<file path="config.mk">
export PLATFORM = sky130hd
export DESIGN_NAME = gpu_loader
export DESIGN_NICKNAME = d
export VERILOG_FILES = /design/src/rtl/gpu_loader.sv
export SDC_FILE = /design/constraint.sdc
export NUM_CORES = 1
export LEC_CHECK = 0
export ABC_AREA = 1
export BUFFER_PORTS_ARGS = -buffer_cell sky130_fd_sc_hd__buf_2
export CAP_MARGIN = 15
export CORE_MARGIN = 2
export CORE_UTILIZATION = 35
export CTS_CLUSTER_SIZE = 10
export DETAILED_ROUTE_END_ITERATION = 16
export PLACE_DENSITY = 0.51
export SYNTH_ARGS = -nofsm -noshare
export SYNTH_HDL_FRONTEND = slang
export SYNTH_SLANG_ARGS = --single-unit
</file>
<file path="constraint.sdc">
create_clock -name clock -period 3.7 [get_ports clock]
set_input_delay 0.74 -clock clock [delete_from_list [all_inputs] [get_ports clock]]
set_output_delay 0.74 -clock clock [all_outputs]
set_load 0.05 [all_outputs]
</file>
<file path="src/rtl/gpu_loader.sv">
// Host byte-stream loader: parses write/run commands, assembles little-endian
// words and issues single-cycle strobes into the shader system's RAM write port.
module gpu_loader #(
  parameter int WORD_WIDTH    = 32,
  parameter int ADDRESS_WIDTH = 16
) (
  input  logic                     clock,
  input  logic                     reset_n,
  input  logic                     in_valid,
  input  logic [7:0]               in_data,
  output logic                     in_ready,
  output logic [ADDRESS_WIDTH-1:0] ext_write_address,
  output logic [WORD_WIDTH-1:0]    ext_write_data,
  output logic                     ext_enable_write_inst,
  output logic                     ext_enable_write_data,
  output logic                     run,
  input  logic                     halted,
  output logic                     core_done,
  output logic                     error
);

  typedef enum logic [1:0] {S_IDLE, S_HDR, S_PAYLOAD, S_WRITE} state_t;

  state_t                   r_state, w_next;
  logic                     r_is_inst;
  logic [1:0]               r_idx;
  logic [7:0]               r_lo;
  logic [ADDRESS_WIDTH-1:0] r_addr;
  logic [15:0]              r_count;
  logic [23:0]              r_shift;
  logic                     r_run, r_done, r_error;
  logic [ADDRESS_WIDTH-1:0] r_wr_addr;
  logic [WORD_WIDTH-1:0]    r_wr_data;

  logic w_accept, w_write_cmd, w_cnt_zero, w_last;

  assign in_ready    = (r_state != S_WRITE);
  assign w_accept    = in_valid & in_ready;
  assign w_write_cmd = (in_data == 8'h01) || (in_data == 8'h02);
  assign w_cnt_zero  = ({in_data, r_lo} == 16'd0);
  assign w_last      = (r_count == 16'd1);

  always_comb begin
    w_next = r_state;
    case (r_state)
      S_IDLE:    if (w_accept && w_write_cmd) w_next = S_HDR;
      S_HDR:     if (w_accept && r_idx == 2'd3) w_next = w_cnt_zero ? S_IDLE : S_PAYLOAD;
      S_PAYLOAD: if (w_accept && r_idx == 2'd3) w_next = S_WRITE;
      S_WRITE:   w_next = w_last ? S_IDLE : S_PAYLOAD;
      default:   w_next = S_IDLE;
    endcase
  end

  always_ff @(posedge clock or negedge reset_n) begin
    if (!reset_n) begin
      r_state   <= S_IDLE;
      r_is_inst <= 1'b0;
      r_idx     <= '0;
      r_lo      <= '0;
      r_addr    <= '0;
      r_count   <= '0;
      r_shift   <= '0;
      r_run     <= 1'b0;
      r_done    <= 1'b0;
      r_error   <= 1'b0;
      r_wr_addr <= '0;
      r_wr_data <= '0;
    end else begin
      r_state <= w_next;
      r_done  <= r_run & halted;
      case (r_state)
        S_IDLE: if (w_accept) begin
          r_idx <= '0;
          case (in_data)
            8'h00: r_error <= 1'b0;
            8'h01, 8'h02: begin
              r_is_inst <= (in_data == 8'h01);
              r_run     <= 1'b0;
            end
            8'h03:   r_run   <= 1'b1;
            8'h04:   r_run   <= 1'b0;
            default: r_error <= 1'b1;
          endcase
        end
        // r_lo holds addr_lo, then is reused for cnt_lo
        S_HDR: if (w_accept) begin
          r_idx <= r_idx + 2'd1;
          case (r_idx)
            2'd0:    r_lo    <= in_data;
            2'd1:    r_addr  <= ADDRESS_WIDTH'({in_data, r_lo});
            2'd2:    r_lo    <= in_data;
            default: r_count <= {in_data, r_lo};
          endcase
        end
        S_PAYLOAD: if (w_accept) begin
          r_idx   <= r_idx + 2'd1;
          r_shift <= {in_data, r_shift[23:8]};
          if (r_idx == 2'd3) begin
            r_wr_addr <= r_addr;
            r_wr_data <= WORD_WIDTH'({in_data, r_shift});
          end
        end
        S_WRITE: begin
          r_count <= r_count - 16'd1;
          r_addr  <= r_addr + ADDRESS_WIDTH'(4);
        end
        default: ;
      endcase
    end
  end

  assign ext_write_address     = r_wr_addr;
  assign ext_write_data        = r_wr_data;
  assign ext_enable_write_inst = (r_state == S_WRITE) &  r_is_inst;
  assign ext_enable_write_data = (r_state == S_WRITE) & ~r_is_inst;
  assign run                   = r_run;
  assign core_done             = r_done;
  assign error                 = r_error;

endmodule

</file>
### Yosys cells after proc, flatten, opt, wreduce, memory -nomap -nowiden

Index checks and enable logic that the tools add are counted.

| operators by class | value |
|---|---|
| equal/unequal tests | 20 |
| add/sub/neg operators | 3 |
| mux-type cells | 17 |
| reduce and logical (&&, ||, !) cells | 26 |
| bitwise operators | 6 |

Operators by type and width:

| cell | count |
|---|---|
| $mux W16 | 4 |
| $pmux W16 S2 | 2 |
| $reduce_and A3 Y1 | 9 |
| $add A16 B3 Y16 const B | 1 |
| $eq A16 B1 Y1 const B | 1 |
| $eq A8 B2 Y1 const B | 2 |
| $logic_not A16 Y1 | 1 |
| $ne A2 B2 Y1 const B | 8 |
| $sub A16 B1 Y16 const B | 1 |
| $mux W2 | 7 |
| $eq A2 B2 Y1 const B | 4 |
| $eq A8 B1 Y1 const B | 1 |
| $eq A8 B3 Y1 const B | 1 |
| $logic_not A8 Y1 | 1 |
| $pmux W2 S4 | 1 |
| $reduce_bool A2 Y1 | 3 |
| $reduce_or A2 Y1 | 3 |
| $reduce_or A3 Y1 | 2 |
| $and A1 B1 Y1 | 4 |
| $eq A2 B1 Y1 const B | 2 |
| $logic_not A2 Y1 | 2 |
| $pmux W1 S2 | 2 |
| $pmux W2 S2 | 1 |
| $reduce_or A4 Y1 | 1 |
| other kinds (6) | 8 |

| storage, ports and cells | value |
|---|---|
| bits of input ports | 12 |
| output and inout port bits | 54 |
| logic and storage cells | 84 |
| flip-flop bits (word level) | 120 |

### Logic depth before layout (Yosys ltp)

| depth | value |
|---|---|
| depth after elaboration | 5 |
| gate-level depth with buffers | 12 |
| mapped depth without buffers | 11 |

### Worst setup path after synthesis

Ideal clock, no wire load.

| timing path | value |
|---|---|
| path kind | flip-flop to output port |
| from | reg r_state[0] |
| to | out ext_enable_write_data |
| setup slack | 1.093 ns |
| stages on the path, launching flop included | 6 |
| arrival | 1.867 ns |
| cell sequence | dfrtp_1 > ha_1 > buf_6 > inv_6 > clkbuf_1 > nor2_1 |

| on the way | value |
|---|---|
| longest elaborated chain between the ends | 2 |

RTL lines:

| item | RTL line | RTL |
|---|---|---|
| from (decl) | 24 | `state_t r_state, w_next;` |
| from (signal assigned) | 69 | `r_state <= w_next;` |
| $eq A2 B2 Y1 | 115 | `assign ext_enable_write_data = (r_state == S_WRITE) & ~r_is_inst;` |
| $and A1 B1 Y1 | 115 |  |
| to (decl) | 15 | `output logic ext_enable_write_data,` |

Every way passes these cells.

### Worst setup path in the final report

| timing path | value |
|---|---|
| from | reg r_state[0] |
| to | out ext_enable_write_inst |

| on the way | value |
|---|---|
| longest elaborated chain between the ends | 2 |

RTL lines:

| item | RTL line | RTL |
|---|---|---|
| $eq A2 B2 Y1 | 114 | `assign ext_enable_write_inst = (r_state == S_WRITE) & r_is_inst;` |
| $and A1 B1 Y1 | 114 |  |
| to (decl) | 14 | `output logic ext_enable_write_inst,` |

Every way passes these cells.

==> results.txt <==
- Result of the run: finished, final reports clean
- Counting tap cells, the placed design contains a total of 957 instances.
- CTS placed an instance of sky130_fd_sc_hd__clkbuf_16 at the clock tree root.
* Achievable clock frequency: 0.379 GHz
- GP Congestion: 0.875
* Power density normalized to cell area: ~880 nW/um^2
- Pin placement for this block handled 66 I/O pins.
* Number of cells produced by synthesis: 695
* Vias in the first global route: roughly 4,500
* Total of hold buffers inserted after clock tree synthesis: 0
- Worst setup path class: reg2out
- In the final routed layout, each cell accounts on average for 14.0 um.
- Static leakage: around 3.4 nW
* Leading register cell type out of synthesis: sky130_fd_sc_hd__dfrtp_1
- Number of antenna violations at the first check in global routing: 0
* Post-layout instance count excluding filler cells: about 990
- From left edge to right edge, the die measures between 100 and 150 um.
- Net count after synthesis: 719
- Nets: 784
- The critical path ends at ext_enable_write_inst.
* Drt pass-1 iters: 5
* Largest fanout on the critical path: 36
* Worst IR Drop VDD: 0.000558 V
- Crit. End Element: output pin
- Post-Route Skew: 3.72 ps
- Total of flip-flops plus latches after synthesis: 120
* Sequential cell area fraction in the yosys report: 52.9%
- Worst r2r dst: r_addr[15]
- Clock transition at the registers of the reported paths: around 60 ps
- Crit-path max cell delay: 400 ps
* Number of diodes added for antenna fixing: 0
* Clock tree from TritonCTS: built
* CORE AREA: ~16,000 um^2
- Pin count of the biggest net entering global routing: 64
- Arrival time of data at the critical path endpoint: 1900 ps
- From synthesis to final layout, the design area changed by 19.9%.
* Count of input and output buffers: 65
* Starting density of the core: 35.7%
* GR Overflow Total: 0
- Each instance of the synthesized netlist takes up on average 8.16 um^2.
- In the synthesized netlist the async set-or-reset flop fraction comes to 100%.
- Area leader, netlist: sky130_fd_sc_hd__dfrtp_1
* Setup repair after global routing missed its margin: no
- Die Area: 17,200 um^2
* Worst Max-Slew Pin Slew: between 800 and 900 ps
- Clock tree synthesis inserted a total of 17 buffers.
* Startpoint Class: register
* Gates resized, CTS repair: 0
* Drc violations: 0
- The floorplan has 46 rows.
- Overall global routing resource usage: between 10% and 20%
- At the later pin of the worst-skew pair, clock insertion delay measures 420 ps.
* Number of failing setup endpoints in the final timing report: 0
* Remaining antenna violation count after routing: 0
- Final cycle utilization of the critical path: 71.4%
- First-pass GRT wire length: 23,400 um
- For the worst setup path, the data required time is 2960 ps.
- Total half-perimeter wirelength after legalization and detailed placement: 9750 um
* Iteration-0 DRC Markers: between 300 and 400
- The most critical setup path has its startpoint at r_state[0].
- Number of buffers on the longest clock path: 2
- In the post-synthesis netlist, the cell with the most instances is sky130_fd_sc_hd__nand2_1.
- CP max stage cell: sky130_fd_sc_hd__dfrtp_1
- Vias/cell: between 4 and 5
* Hold WC Path Type: in2async
* Number of distinct library cells after synthesis: 32
- Of the cells placed in the final design, the portion with a size suffix greater than 1 is between 15 and 20%.
- Post-CTS Setup Repair Bufs: 0
- Walking the worst path, the cells encountered are ha_1, buf_4, nand2_1, inv_1, buf_2.
* Yosys top cell area share: 52.9%
* Max transition margin: 44.0%
- Measured along the y axis, the die boundary spans 131 um.
- R2R depth: 9
* Slew Viols, Final: 0
* Post-synthesis instance area: 5670 um^2
* Biggest area contributors in the synthesized netlist: sky130_fd_sc_hd__dfrtp_1, sky130_fd_sc_hd__nand2_1, sky130_fd_sc_hd__o21ai_0, sky130_fd_sc_hd__nor2_1, sky130_fd_sc_hd__inv_1
* Most numerous cell types in the synthesized netlist: sky130_fd_sc_hd__nand2_1, sky130_fd_sc_hd__dfrtp_1, sky130_fd_sc_hd__o21ai_0, sky130_fd_sc_hd__nor2_1, sky130_fd_sc_hd__inv_1
- The number of hold violations in the final report came to 0.
- Post-layout min period: 2640 ps
- Yosys printed 0 warnings.
- Fin Setup TNS: 0 ps
* Via Count: 4,598
- The tool flagged a number of max-cap violations equal to 0.
* Launching point of the worst reg2reg path: r_state[0]
- Setup slack on the worst flop-to-flop path: approximately 1400 ps
- Number of flops mapped to enable cells by yosys: 0
* Number of H-tree branching levels: 4
- The clock net in this run drives a total of 120 sinks.
- Final wirelength: ~14,000 um
==> metrics by stage <==
step	util, %	setup slack (ps)	hold slack (ps)	total power [mW]	area [um^2]
6_report	42.8	1060	436	6.01	6800
5_1_grt	42.8	886	496	6.45	6800
4_1_cts	42.8	1030	457	6.07	6800
3_5_place_dp	39.0	1430	466	4.35	6200
3_3_place_gp	39.0	1490	464	4.32	6200
2_1_floorplan	-	1090	444	3.77	5670
==> per-layer routing <==
layer	routed length [um]	share of wire, %	track usage [%]	vias to the layer above
met5	0	0	0	-
li1	-	-	-	2347
met2	6120	44	25.1	112
met3	656	4.7	4.90	12
met4	147	1.1	5.43	0
met1	6920	50	24.7	2127
==> cells in the final DEF, fill, tap and decap left out, types with 12 or more instances in the layout <==
cell	n
sky130_fd_sc_hd__nand3_1	23
sky130_fd_sc_hd__ha_1	12
sky130_fd_sc_hd__nor2_1	91
sky130_fd_sc_hd__clkbuf_16	17
sky130_fd_sc_hd__a21oi_1	20
sky130_fd_sc_hd__inv_1	80
sky130_fd_sc_hd__dfrtp_1	120
sky130_fd_sc_hd__o21ai_0	116
sky130_fd_sc_hd__nand2_1	170
sky130_fd_sc_hd__buf_2	64
==> area by class of cell <==
type	instances	area, um^2
clock buffer	17	425
clock inverter	15	179
fill	1679	9080
inverter	84	323
multi-input combinational	466	2220
sequential	120	3000
tap	216	270
timing repair buffer	71	385
==> registers in the layout (all words and copies together), names as in the netlist <==
name               cells
core_done              1
r_addr                16
ext_write_address     16
r_idx                  2
r_lo                   8
run                    1
r_shift               24
r_state                2
r_count               16
error                  1
ext_write_data        32
r_is_inst              1
==> worst min-delay path by stage <==
stage                     start                  to  slack (ps)  cells after the start
floorplan               reset_n           core_done         440                      0
global placement    r_shift[17]          r_shift[9]         460                      2
detailed placement   r_shift[8]          r_shift[0]         470                      2
CTS                     reset_n  ext_write_data[21]         460                      1
global route            reset_n           core_done         500                      1
finish                  reset_n           core_done         440                      1
==> critical path: cells and delay by family, from the launching register on <==
family / cells / cell delay, ps
buffers and inverters: 3 / 720
adders and majority gates: 1 / 260
and+or+nand+nor: 1 / 100
DFF: 1 / 400
==> cells by family (layout without fill, tap and decap cells) <==
| group | after synthesis | count (layout) | share of synthesized area, % |
|---|---|---|---|
| AO/OA/AOI/OAI | 149 | 149 | 13.8 |
| XOR/XNOR | 2 | 2 | 0.309 |
| adder cells (fa/ha/maj) | 12 | 12 | 2.65 |
| buffers and inverters | 109 | 187 | 7.96 |
| flip-flops | 120 | 120 | 52.9 |
| multiplexers | 6 | 6 | 1.19 |
| AND/OR/NAND/NOR | 297 | 297 | 21.1 |
==> report_power, final <==
part,switching [mW],leakage [nW],internal [mW],total (mW)
Combinational,1.59,1.59,0.590,2.18
Sequential,0.321,1.54,1.82,2.15
Clock,0.621,0.285,1.06,1.68
(Power assumes the default switching activity.)
